==> config.mk <==
export PLATFORM = sky130hd
export DESIGN_NAME = uvme_apb_st_arb_flat
export DESIGN_NICKNAME = d
export VERILOG_FILES = /design/src/rtl/uvme_apb_st_arb_if.sv /design/src/rtl/uvme_apb_st_arb.sv /design/src/flat_wrapper.sv
export SDC_FILE = /design/constraint.sdc
export NUM_CORES = 1
export LEC_CHECK = 0
export CORE_ASPECT_RATIO = 0.75
export CORE_MARGIN = 1
export CORE_UTILIZATION = 40
export CTS_BUF_LIST = sky130_fd_sc_hd__clkbuf_16
export CTS_CLUSTER_SIZE = 25
export DETAILED_ROUTE_END_ITERATION = 10
export PLACE_DENSITY = 0.89
export SLEW_MARGIN = 5
export SYNTH_ARGS = -nofsm -noshare
export SYNTH_HDL_FRONTEND = slang
export SYNTH_SLANG_ARGS = --single-unit
==> constraint.sdc <==
create_clock -name clk -period 1.85 [get_ports clk]
set_input_delay 0.2775 -clock clk [delete_from_list [all_inputs] [get_ports clk]]
set_output_delay 0.2775 -clock clk [all_outputs]
set_load 0.05 [all_outputs]
==> src/rtl/uvme_apb_st_arb_if.sv <==
// Signal bundle between the two requesters, the arbiter and the APB completer.
// The arbiter uses the master modport; the requester/completer side uses slave.
interface uvme_apb_st_arb_if #(
    parameter int unsigned ADDR_WIDTH = 32,
    parameter int unsigned DATA_WIDTH = 32
);
    logic                  req0_valid;
    logic                  req0_write;
    logic [ADDR_WIDTH-1:0] req0_addr;
    logic [DATA_WIDTH-1:0] req0_wdata;
    logic                  req0_gnt;
    logic                  rsp0_valid;

    logic                  req1_valid;
    logic                  req1_write;
    logic [ADDR_WIDTH-1:0] req1_addr;
    logic [DATA_WIDTH-1:0] req1_wdata;
    logic                  req1_gnt;
    logic                  rsp1_valid;

    logic [DATA_WIDTH-1:0] rsp_rdata;
    logic                  rsp_err;

    logic                  psel;
    logic                  penable;
    logic                  pwrite;
    logic [ADDR_WIDTH-1:0] paddr;
    logic [DATA_WIDTH-1:0] pwdata;
    logic [DATA_WIDTH-1:0] prdata;
    logic                  pready;
    logic                  pslverr;

    logic                  busy;

    modport master (
        input  req0_valid, req0_write, req0_addr, req0_wdata,
        input  req1_valid, req1_write, req1_addr, req1_wdata,
        output req0_gnt, req1_gnt, rsp0_valid, rsp1_valid, rsp_rdata, rsp_err,
        output psel, penable, pwrite, paddr, pwdata,
        input  prdata, pready, pslverr,
        output busy
    );

    modport slave (
        output req0_valid, req0_write, req0_addr, req0_wdata,
        output req1_valid, req1_write, req1_addr, req1_wdata,
        input  req0_gnt, req1_gnt, rsp0_valid, rsp1_valid, rsp_rdata, rsp_err,
        input  psel, penable, pwrite, paddr, pwdata,
        output prdata, pready, pslverr,
        input  busy
    );
endinterface

==> src/rtl/uvme_apb_st_arb.sv <==
// Two-requester round-robin arbiter driving a single APB master port, with
// wait-state counting, optional timeout and a one-cycle completion pulse.
module uvme_apb_st_arb #(
    parameter int unsigned ADDR_WIDTH     = 32,
    parameter int unsigned DATA_WIDTH     = 32,
    parameter int unsigned TIMEOUT_CYCLES = 16
) (
    input  logic              clk,
    input  logic              reset_n,
    uvme_apb_st_arb_if.master bus
);

    typedef enum logic [1:0] {
        ST_IDLE,
        ST_SETUP,
        ST_ACCESS
    } state_e;

    localparam bit          TIMEOUT_EN   = (TIMEOUT_CYCLES != 0);
    localparam logic [15:0] TIMEOUT_LAST = 16'(TIMEOUT_CYCLES - 1);

    state_e                state_q;
    logic                  psel_q;
    logic                  penable_q;
    logic                  pwrite_q;
    logic [ADDR_WIDTH-1:0] paddr_q;
    logic [DATA_WIDTH-1:0] pwdata_q;
    logic [15:0]           wait_cnt_q;
    logic                  last_gnt_q;
    logic [1:0]            rsp_valid_q;
    logic [DATA_WIDTH-1:0] rsp_rdata_q;
    logic                  rsp_err_q;

    logic                  idle_ok;
    logic                  gnt0;
    logic                  gnt1;

    // Grants are combinational but forced low while reset is held, so the first
    // grant edge can only be a rising edge with reset_n already released.
    assign idle_ok = reset_n && (state_q == ST_IDLE);
    assign gnt0    = idle_ok && bus.req0_valid && (!bus.req1_valid ||  last_gnt_q);
    assign gnt1    = idle_ok && bus.req1_valid && (!bus.req0_valid || !last_gnt_q);

    // NOTE: all state below is updated with non-blocking assignments so every
    // register samples the pre-edge values, whatever order the statements run in.
    always_ff @(posedge clk or negedge reset_n) begin
        if (!reset_n) begin
            state_q     <= ST_IDLE;
            psel_q      <= 1'b0;
            penable_q   <= 1'b0;
            pwrite_q    <= 1'b0;
            paddr_q     <= '0;
            pwdata_q    <= '0;
            wait_cnt_q  <= '0;
            last_gnt_q  <= 1'b1;
            rsp_valid_q <= 2'b00;
            rsp_rdata_q <= '0;
            rsp_err_q   <= 1'b0;
        end else begin
            // Completion fields are a one-cycle pulse; only an ACCESS exit sets them.
            rsp_valid_q <= 2'b00;
            rsp_rdata_q <= '0;
            rsp_err_q   <= 1'b0;

            unique case (state_q)
                ST_IDLE: begin
                    if (gnt0 || gnt1) begin
                        state_q    <= ST_SETUP;
                        psel_q     <= 1'b1;
                        penable_q  <= 1'b0;
                        wait_cnt_q <= '0;
                        last_gnt_q <= gnt1;
                        pwrite_q   <= gnt1 ? bus.req1_write : bus.req0_write;
                        paddr_q    <= gnt1 ? bus.req1_addr  : bus.req0_addr;
                        pwdata_q   <= gnt1 ? bus.req1_wdata : bus.req0_wdata;
                    end
                end

                ST_SETUP: begin
                    state_q   <= ST_ACCESS;
                    penable_q <= 1'b1;
                end

                ST_ACCESS: begin
                    if (bus.pready) begin
                        state_q                 <= ST_IDLE;
                        psel_q                  <= 1'b0;
                        penable_q               <= 1'b0;
                        rsp_valid_q[last_gnt_q] <= 1'b1;
                        rsp_rdata_q             <= pwrite_q ? '0 : bus.prdata;
                        rsp_err_q               <= bus.pslverr;
                    end else begin
                        wait_cnt_q <= wait_cnt_q + 16'd1;
                        if (TIMEOUT_EN && (wait_cnt_q == TIMEOUT_LAST)) begin
                            state_q                 <= ST_IDLE;
                            psel_q                  <= 1'b0;
                            penable_q               <= 1'b0;
                            rsp_valid_q[last_gnt_q] <= 1'b1;
                            rsp_err_q               <= 1'b1;
                        end
                    end
                end

                default: begin
                    state_q   <= ST_IDLE;
                    psel_q    <= 1'b0;
                    penable_q <= 1'b0;
                end
            endcase
        end
    end

    assign bus.req0_gnt   = gnt0;
    assign bus.req1_gnt   = gnt1;
    assign bus.rsp0_valid = rsp_valid_q[0];
    assign bus.rsp1_valid = rsp_valid_q[1];
    assign bus.rsp_rdata  = rsp_rdata_q;
    assign bus.rsp_err    = rsp_err_q;
    assign bus.psel       = psel_q;
    assign bus.penable    = penable_q;
    assign bus.pwrite     = pwrite_q;
    assign bus.paddr      = paddr_q;
    assign bus.pwdata     = pwdata_q;
    assign bus.busy       = (state_q != ST_IDLE);

endmodule

==> src/flat_wrapper.sv <==
// flat-port wrapper written by rule: the top's interface ports become plain ports
module uvme_apb_st_arb_flat 
#(
    parameter int unsigned ADDR_WIDTH     = 32,
    parameter int unsigned DATA_WIDTH     = 32,
    parameter int unsigned TIMEOUT_CYCLES = 16
)
  (clk, reset_n, bus_req0_valid, bus_req0_write, bus_req0_addr, bus_req0_wdata, bus_req1_valid, bus_req1_write, bus_req1_addr, bus_req1_wdata, bus_req0_gnt, bus_req1_gnt, bus_rsp0_valid, bus_rsp1_valid, bus_rsp_rdata, bus_rsp_err, bus_psel, bus_penable, bus_pwrite, bus_paddr, bus_pwdata, bus_prdata, bus_pready, bus_pslverr, bus_busy);
  uvme_apb_st_arb_if #(.ADDR_WIDTH(ADDR_WIDTH), .DATA_WIDTH(DATA_WIDTH)) bus_i ();
  input  logic clk;
  input  logic reset_n;
  input wire logic [$bits(bus_i.req0_valid)-1:0] bus_req0_valid;
  input wire logic [$bits(bus_i.req0_write)-1:0] bus_req0_write;
  input wire logic [$bits(bus_i.req0_addr)-1:0] bus_req0_addr;
  input wire logic [$bits(bus_i.req0_wdata)-1:0] bus_req0_wdata;
  input wire logic [$bits(bus_i.req1_valid)-1:0] bus_req1_valid;
  input wire logic [$bits(bus_i.req1_write)-1:0] bus_req1_write;
  input wire logic [$bits(bus_i.req1_addr)-1:0] bus_req1_addr;
  input wire logic [$bits(bus_i.req1_wdata)-1:0] bus_req1_wdata;
  output wire logic [$bits(bus_i.req0_gnt)-1:0] bus_req0_gnt;
  output wire logic [$bits(bus_i.req1_gnt)-1:0] bus_req1_gnt;
  output wire logic [$bits(bus_i.rsp0_valid)-1:0] bus_rsp0_valid;
  output wire logic [$bits(bus_i.rsp1_valid)-1:0] bus_rsp1_valid;
  output wire logic [$bits(bus_i.rsp_rdata)-1:0] bus_rsp_rdata;
  output wire logic [$bits(bus_i.rsp_err)-1:0] bus_rsp_err;
  output wire logic [$bits(bus_i.psel)-1:0] bus_psel;
  output wire logic [$bits(bus_i.penable)-1:0] bus_penable;
  output wire logic [$bits(bus_i.pwrite)-1:0] bus_pwrite;
  output wire logic [$bits(bus_i.paddr)-1:0] bus_paddr;
  output wire logic [$bits(bus_i.pwdata)-1:0] bus_pwdata;
  input wire logic [$bits(bus_i.prdata)-1:0] bus_prdata;
  input wire logic [$bits(bus_i.pready)-1:0] bus_pready;
  input wire logic [$bits(bus_i.pslverr)-1:0] bus_pslverr;
  output wire logic [$bits(bus_i.busy)-1:0] bus_busy;
  assign bus_i.req0_valid = bus_req0_valid;
  assign bus_i.req0_write = bus_req0_write;
  assign bus_i.req0_addr = bus_req0_addr;
  assign bus_i.req0_wdata = bus_req0_wdata;
  assign bus_i.req1_valid = bus_req1_valid;
  assign bus_i.req1_write = bus_req1_write;
  assign bus_i.req1_addr = bus_req1_addr;
  assign bus_i.req1_wdata = bus_req1_wdata;
  assign bus_req0_gnt = bus_i.req0_gnt;
  assign bus_req1_gnt = bus_i.req1_gnt;
  assign bus_rsp0_valid = bus_i.rsp0_valid;
  assign bus_rsp1_valid = bus_i.rsp1_valid;
  assign bus_rsp_rdata = bus_i.rsp_rdata;
  assign bus_rsp_err = bus_i.rsp_err;
  assign bus_psel = bus_i.psel;
  assign bus_penable = bus_i.penable;
  assign bus_pwrite = bus_i.pwrite;
  assign bus_paddr = bus_i.paddr;
  assign bus_pwdata = bus_i.pwdata;
  assign bus_i.prdata = bus_prdata;
  assign bus_i.pready = bus_pready;
  assign bus_i.pslverr = bus_pslverr;
  assign bus_busy = bus_i.busy;
  uvme_apb_st_arb #(.ADDR_WIDTH(ADDR_WIDTH), .DATA_WIDTH(DATA_WIDTH), .TIMEOUT_CYCLES(TIMEOUT_CYCLES)) u_core (.clk(clk), .reset_n(reset_n), .bus(bus_i));
endmodule
== Word level (Yosys, flattened, before mapping) ==
Index checks and enable logic that the tools add are counted.

* Logic and storage cells: 67
* Register bits after elaboration: 121
* Input bits: 168
* Output and inout bits: 105

* $lt $le $gt $ge: 2
* Add/sub/neg operators: 1
* Eq/ne operators: 6
* Bitwise gates (word level): 1
* Mux-type cells: 27
* Reductions and logical operators: 19

{| class="wikitable"
|+ Operators by type and width
! operator !! number
|-
| 32-bit 2-to-1 mux || 5
|-
| 16-bit 2-to-1 mux || 2
|-
| 16-bit case mux with 2 select lines || 1
|-
| 16-bit by 1-bit adder with 16-bit output (second input constant) || 1
|-
| 16-bit by 4-bit equality test with 1-bit output (second input constant) || 1
|-
| 2-bit 2-to-1 mux || 6
|-
| 1-bit 2-to-1 mux || 9
|-
| 1-bit logical AND || 6
|-
| 1-bit case mux with 3 select lines || 2
|-
| 2-bit case mux with 3 select lines || 1
|-
| 3-bit AND reduction || 2
|-
| 2-bit inequality test (second input constant) || 2
|-
| 2-bit AND reduction || 2
|-
| 2-bit nonzero test || 2
|-
| 1-bit logical NOT || 3
|-
| 1-bit logical OR || 3
|-
| 3-bit by 2-bit inequality test with 1-bit output (second input constant) || 1
|-
| 2-bit by 1-bit equality test with 1-bit output (second input constant) || 1
|-
| 2-bit equality test (second input constant) || 1
|-
| 2-bit logical NOT || 1
|-
| 1-bit by 2-bit < comparator with 1-bit output (second input constant) || 1
|-
| 1-bit demux with 1-bit select || 1
|-
| 1-bit >= comparator (second input constant) || 1
|-
| 1-bit inverter || 1
|}

== Depth between registers and ports, before layout ==
* Word-level depth: 7
* Mapped depth: 8
* Mapped depth without buffers: 5

== Worst setup path before layout ==
Ideal clock, no wire load.

* Kind: reg2out
* From: reg u_core.state_q[1]
* To: out bus_req0_gnt
* Arrival: 1,877 ps
* Stages on the path, launching flop included: 5
* Path slack: -304 ps
* Buffers on the path: 1
* Required time: 1,572 ps
* Path through: dfrtp_1 buf_2 nor3b_4 nand2_1 a21oi_1

* Longest elaborated chain between the ends: 4

{| class="wikitable"
|+ RTL lines
! what !! line !! text
|-
| start: declaration || uvme_apb_st_arb.sv:22 || <nowiki>state_e state_q;</nowiki>
|-
| start signal: assignment || uvme_apb_st_arb.sv:48 || <nowiki>state_q <= ST_IDLE;</nowiki>
|-
| start signal: assignment || uvme_apb_st_arb.sv:68 || <nowiki>state_q <= ST_SETUP;</nowiki>
|-
| start signal: assignment || uvme_apb_st_arb.sv:80 || <nowiki>state_q <= ST_ACCESS;</nowiki>
|-
| 2-bit logical NOT || uvme_apb_st_arb.sv:40 || <nowiki>assign idle_ok = reset_n && (state_q == ST_IDLE);</nowiki>
|-
| 1-bit logical AND || uvme_apb_st_arb.sv:40 ||
|-
| 1-bit logical AND (2 in series) || uvme_apb_st_arb.sv:41 || <nowiki>assign gnt0 = idle_ok && bus.req0_valid && (!bus.req1_valid || last_gnt_q);</nowiki>
|-
| end: declaration || flat_wrapper.sv:20 || <nowiki>output wire logic [$bits(bus_i.req0_gnt)-1:0] bus_req0_gnt;</nowiki>
|}

Every way passes these cells.

== Worst setup path after layout ==
* From: reg u_core.state_q[0]
* To: out bus_req0_gnt

The elaborated chain is that of the path after synthesis.

==> out/metrics.csv <==
metric,value,unit
io_buffers,272,
cts_htree_levels,4,
violations,setup timing,
worstMarginPinSlew,1.02,ns
max_slew_margin,32.1,%
num_vias,4632,
fin_skew,0.0101,ns
fin_setup_tns,-0.00903,ns
fin_crit,1.86,ns
cts_tree,built,
netlist_area,5270,um^2
num_antenna_cells,0,
core_area,12600,um^2
worstPathMaxFanout,2,
clk_pin_slew,0.06,ns
async_flop_share,100,%
max_freq,0.539,GHz
wl,15500,um
wl_per_cell,16.4,um
antenna_found_initial,0,
gp_congestion,0.850,
drcViolationCount,0,
grt_first_pass_wirelength,23800,um
hold_ws,0.170,ns
overflow,0,
critical_path_class,register to output port,
yosys.cell_types.count,45,
synthCells,479,
yosysSeqAreaShare,57.0,%
final_cells,942,
synth-main-ff-cell,dfrtp_1,
cts_buffers,17,
io_pins,273,
die_h,101,um
layout_common_cells,"190 x clkdlybuf4s50_1, 116 x dfrtp_1, 82 x nand2_1, 71 x mux2i_1, 57 x dlygate4sd2_1",
cts.sink_count,120,
synth_fp_nets,648,
drive_gt1_share,11.0,%
synth_edf_count,0,
clockBufferDepth,2,
drt_iter0_drc,164,
routed_via_density,4.92,
cap_violations,0,
final_nets,932,
min_period_over_period,100,%
worstPathRequired,1.57,ns
status,"finished, violations left",
cts_root_buf,clkbuf_16,
die-area,13600,um^2
grt_start_max_net_pins,85,
rows,35,
crit_path_cell_trace,nor3b_4 -> buf_6 -> nand2_4 -> a21oi_4 -> buf_12,
grt_usage,22.8,%
power.density,1380,nW/um^2
critPathLaunchType,register,
grt_setup_unrepaired,yes,
dp_slack,-0.0273,ns
dp_hpwl,11700,um
clock_latency,0.41,ns
ant_nets,0,
avgSynthCellArea,11.0,um^2
timing.final.ws_setup,-0.00651,ns
dp.cells,904,
start_util,41.9,%
cp_slowest_stage_delay,0.41,ns
hold_viol,0,
die_w,135,um
crit_slowest_cell,dfrtp_1,
nFillCells,901,
yosys_warnings,0,
cp.arrival,1.58,ns
layout_commonest_cell,clkdlybuf4s50_1,
power,12.2,mW
area_growth,68.8,%
hold_path.class,input pin to asynchronous set/reset pin,
grt_pass1_vias,4851,
drv_slew,0,
first_pass_iters,4,
leakagePower,4.61,nW
endpoint_kind,output port,
ys_ff_latch,120,
setup_violations,2,
irDropWorstVdd,0.936,mV
[worst max-delay path: cells and delay by family (launching register included)]
kind	cells	cell delay [ns]
DFF	1	0.41
AOI/OAI and AO/OA	1	0.14
buffers and inverters	2	0.30
and+or+nand+nor	2	0.33
[metrics by stage]
| stage | utilization (%) | instance area [um^2] |
|---|---|---|
| floorplan | - | 5280 |
| global placement | 65.9 | 8280 |
| detailed placement | 65.9 | 8280 |
| CTS | 70.4 | 8850 |
| global route | 70.8 | 8890 |
| finish | 70.8 | 8890 |
[cell families after synthesis]
group	Yosys count	synth area share, %
simple gates	151	15.0
fa+ha+maj	1	0.237
flops	120	57.0
mux	72	13.7
compound gates	98	10.2
buf+inv	37	3.78
[synthesized netlist by cell type (all sizes together) (2+ instances only)]
library cell / number / area (um^2)
a21oi: 7 / 38.8
nand4: 5 / 31.3
nand2b: 4 / 27.5
nor2: 5 / 18.8
o31ai: 8 / 60.1
nor4: 3 / 33.8
clkbuf: 15 / 56.3
a31oi: 3 / 18.8
mux2i: 71 / 711
or4: 2 / 18.8
inv: 6 / 22.5
nand2: 83 / 312
nand3: 3 / 15.0
buf: 16 / 120
and2: 32 / 200
dfrtp: 119 / 2980
nor3b: 3 / 50.1
and4: 3 / 26.3
o21ai: 75 / 383
[cell type report]
class / instances / area (um^2) / share of cell area [%]
Timing Repair Buffer: 296 / 2960 / 33.3
Clock inverter: 15 / 153 / 1.72
Multi-Input combinational cell: 322 / 2110 / 23.7
Sequential cell: 120 / 3010 / 33.8
Clock buffer: 17 / 425 / 4.78
Inverter: 6 / 26.3 / 0.295
Tap cell: 166 / 208 / 2.34
[final timing paths]
check	startpoint	end	slack [ns]	cells past startpoint
hold / removal	reset_n	u_core.wait_cnt_q[8]	0.17	2
hold reg to reg	u_core.bus.pwdata[31]	u_core.bus.pwdata[31]	0.47	2
setup / recovery	u_core.state_q[0]	bus_req0_gnt	-0.007	5
max in group asynchronous	reset_n	u_core.wait_cnt_q[0]	0.98	2
min in group clk	bus_prdata[26]	u_core.bus.rsp_rdata[26]	0.42	2
setup reg to reg	u_core.wait_cnt_q[5]	u_core.bus.psel	0.07	4
[registers in the layout, summed over array words and instances, names as in the netlist]
register / count
u_core.bus.paddr: 32
u_core.bus.pwrite: 1
u_core.rsp_valid_q: 2
u_core.last_gnt_q: 1
u_core.bus.psel: 1
u_core.bus.rsp_rdata: 32
u_core.wait_cnt_q: 16
u_core.bus.pwdata: 32
u_core.bus.rsp_err: 1
u_core.state_q: 2
[what timing repair did]
item                                    in CTS  in global routing
pin swaps                                    3                  1
setup buffers                                5                  0
resized for setup                           61                 18
endpoints found under the setup margin      59                 19
hold buffers                                 1                  0
hold endpoints to repair                    35                  0
[layer usage]
| layer | up-vias | share of wire [%] | global-route usage, % |
|---|---|---|---|
| met4 | 0 | 2.2 | 8.73 |
| met1 | 2184 | 38 | 25.0 |
| li1 | 2224 | - | - |
| met3 | 27 | 7.3 | 6.86 |
| met5 | - | 0 | 0 |
| met2 | 197 | 53 | 42.0 |
[power breakdown]
part | internal [mW] | switching [mW]
Combinational | 1.65 | 3.65
Clock | 1.98 | 1.22
Sequential | 3.33 | 0.394
Note: power is estimated with default switching activity, not from simulation.
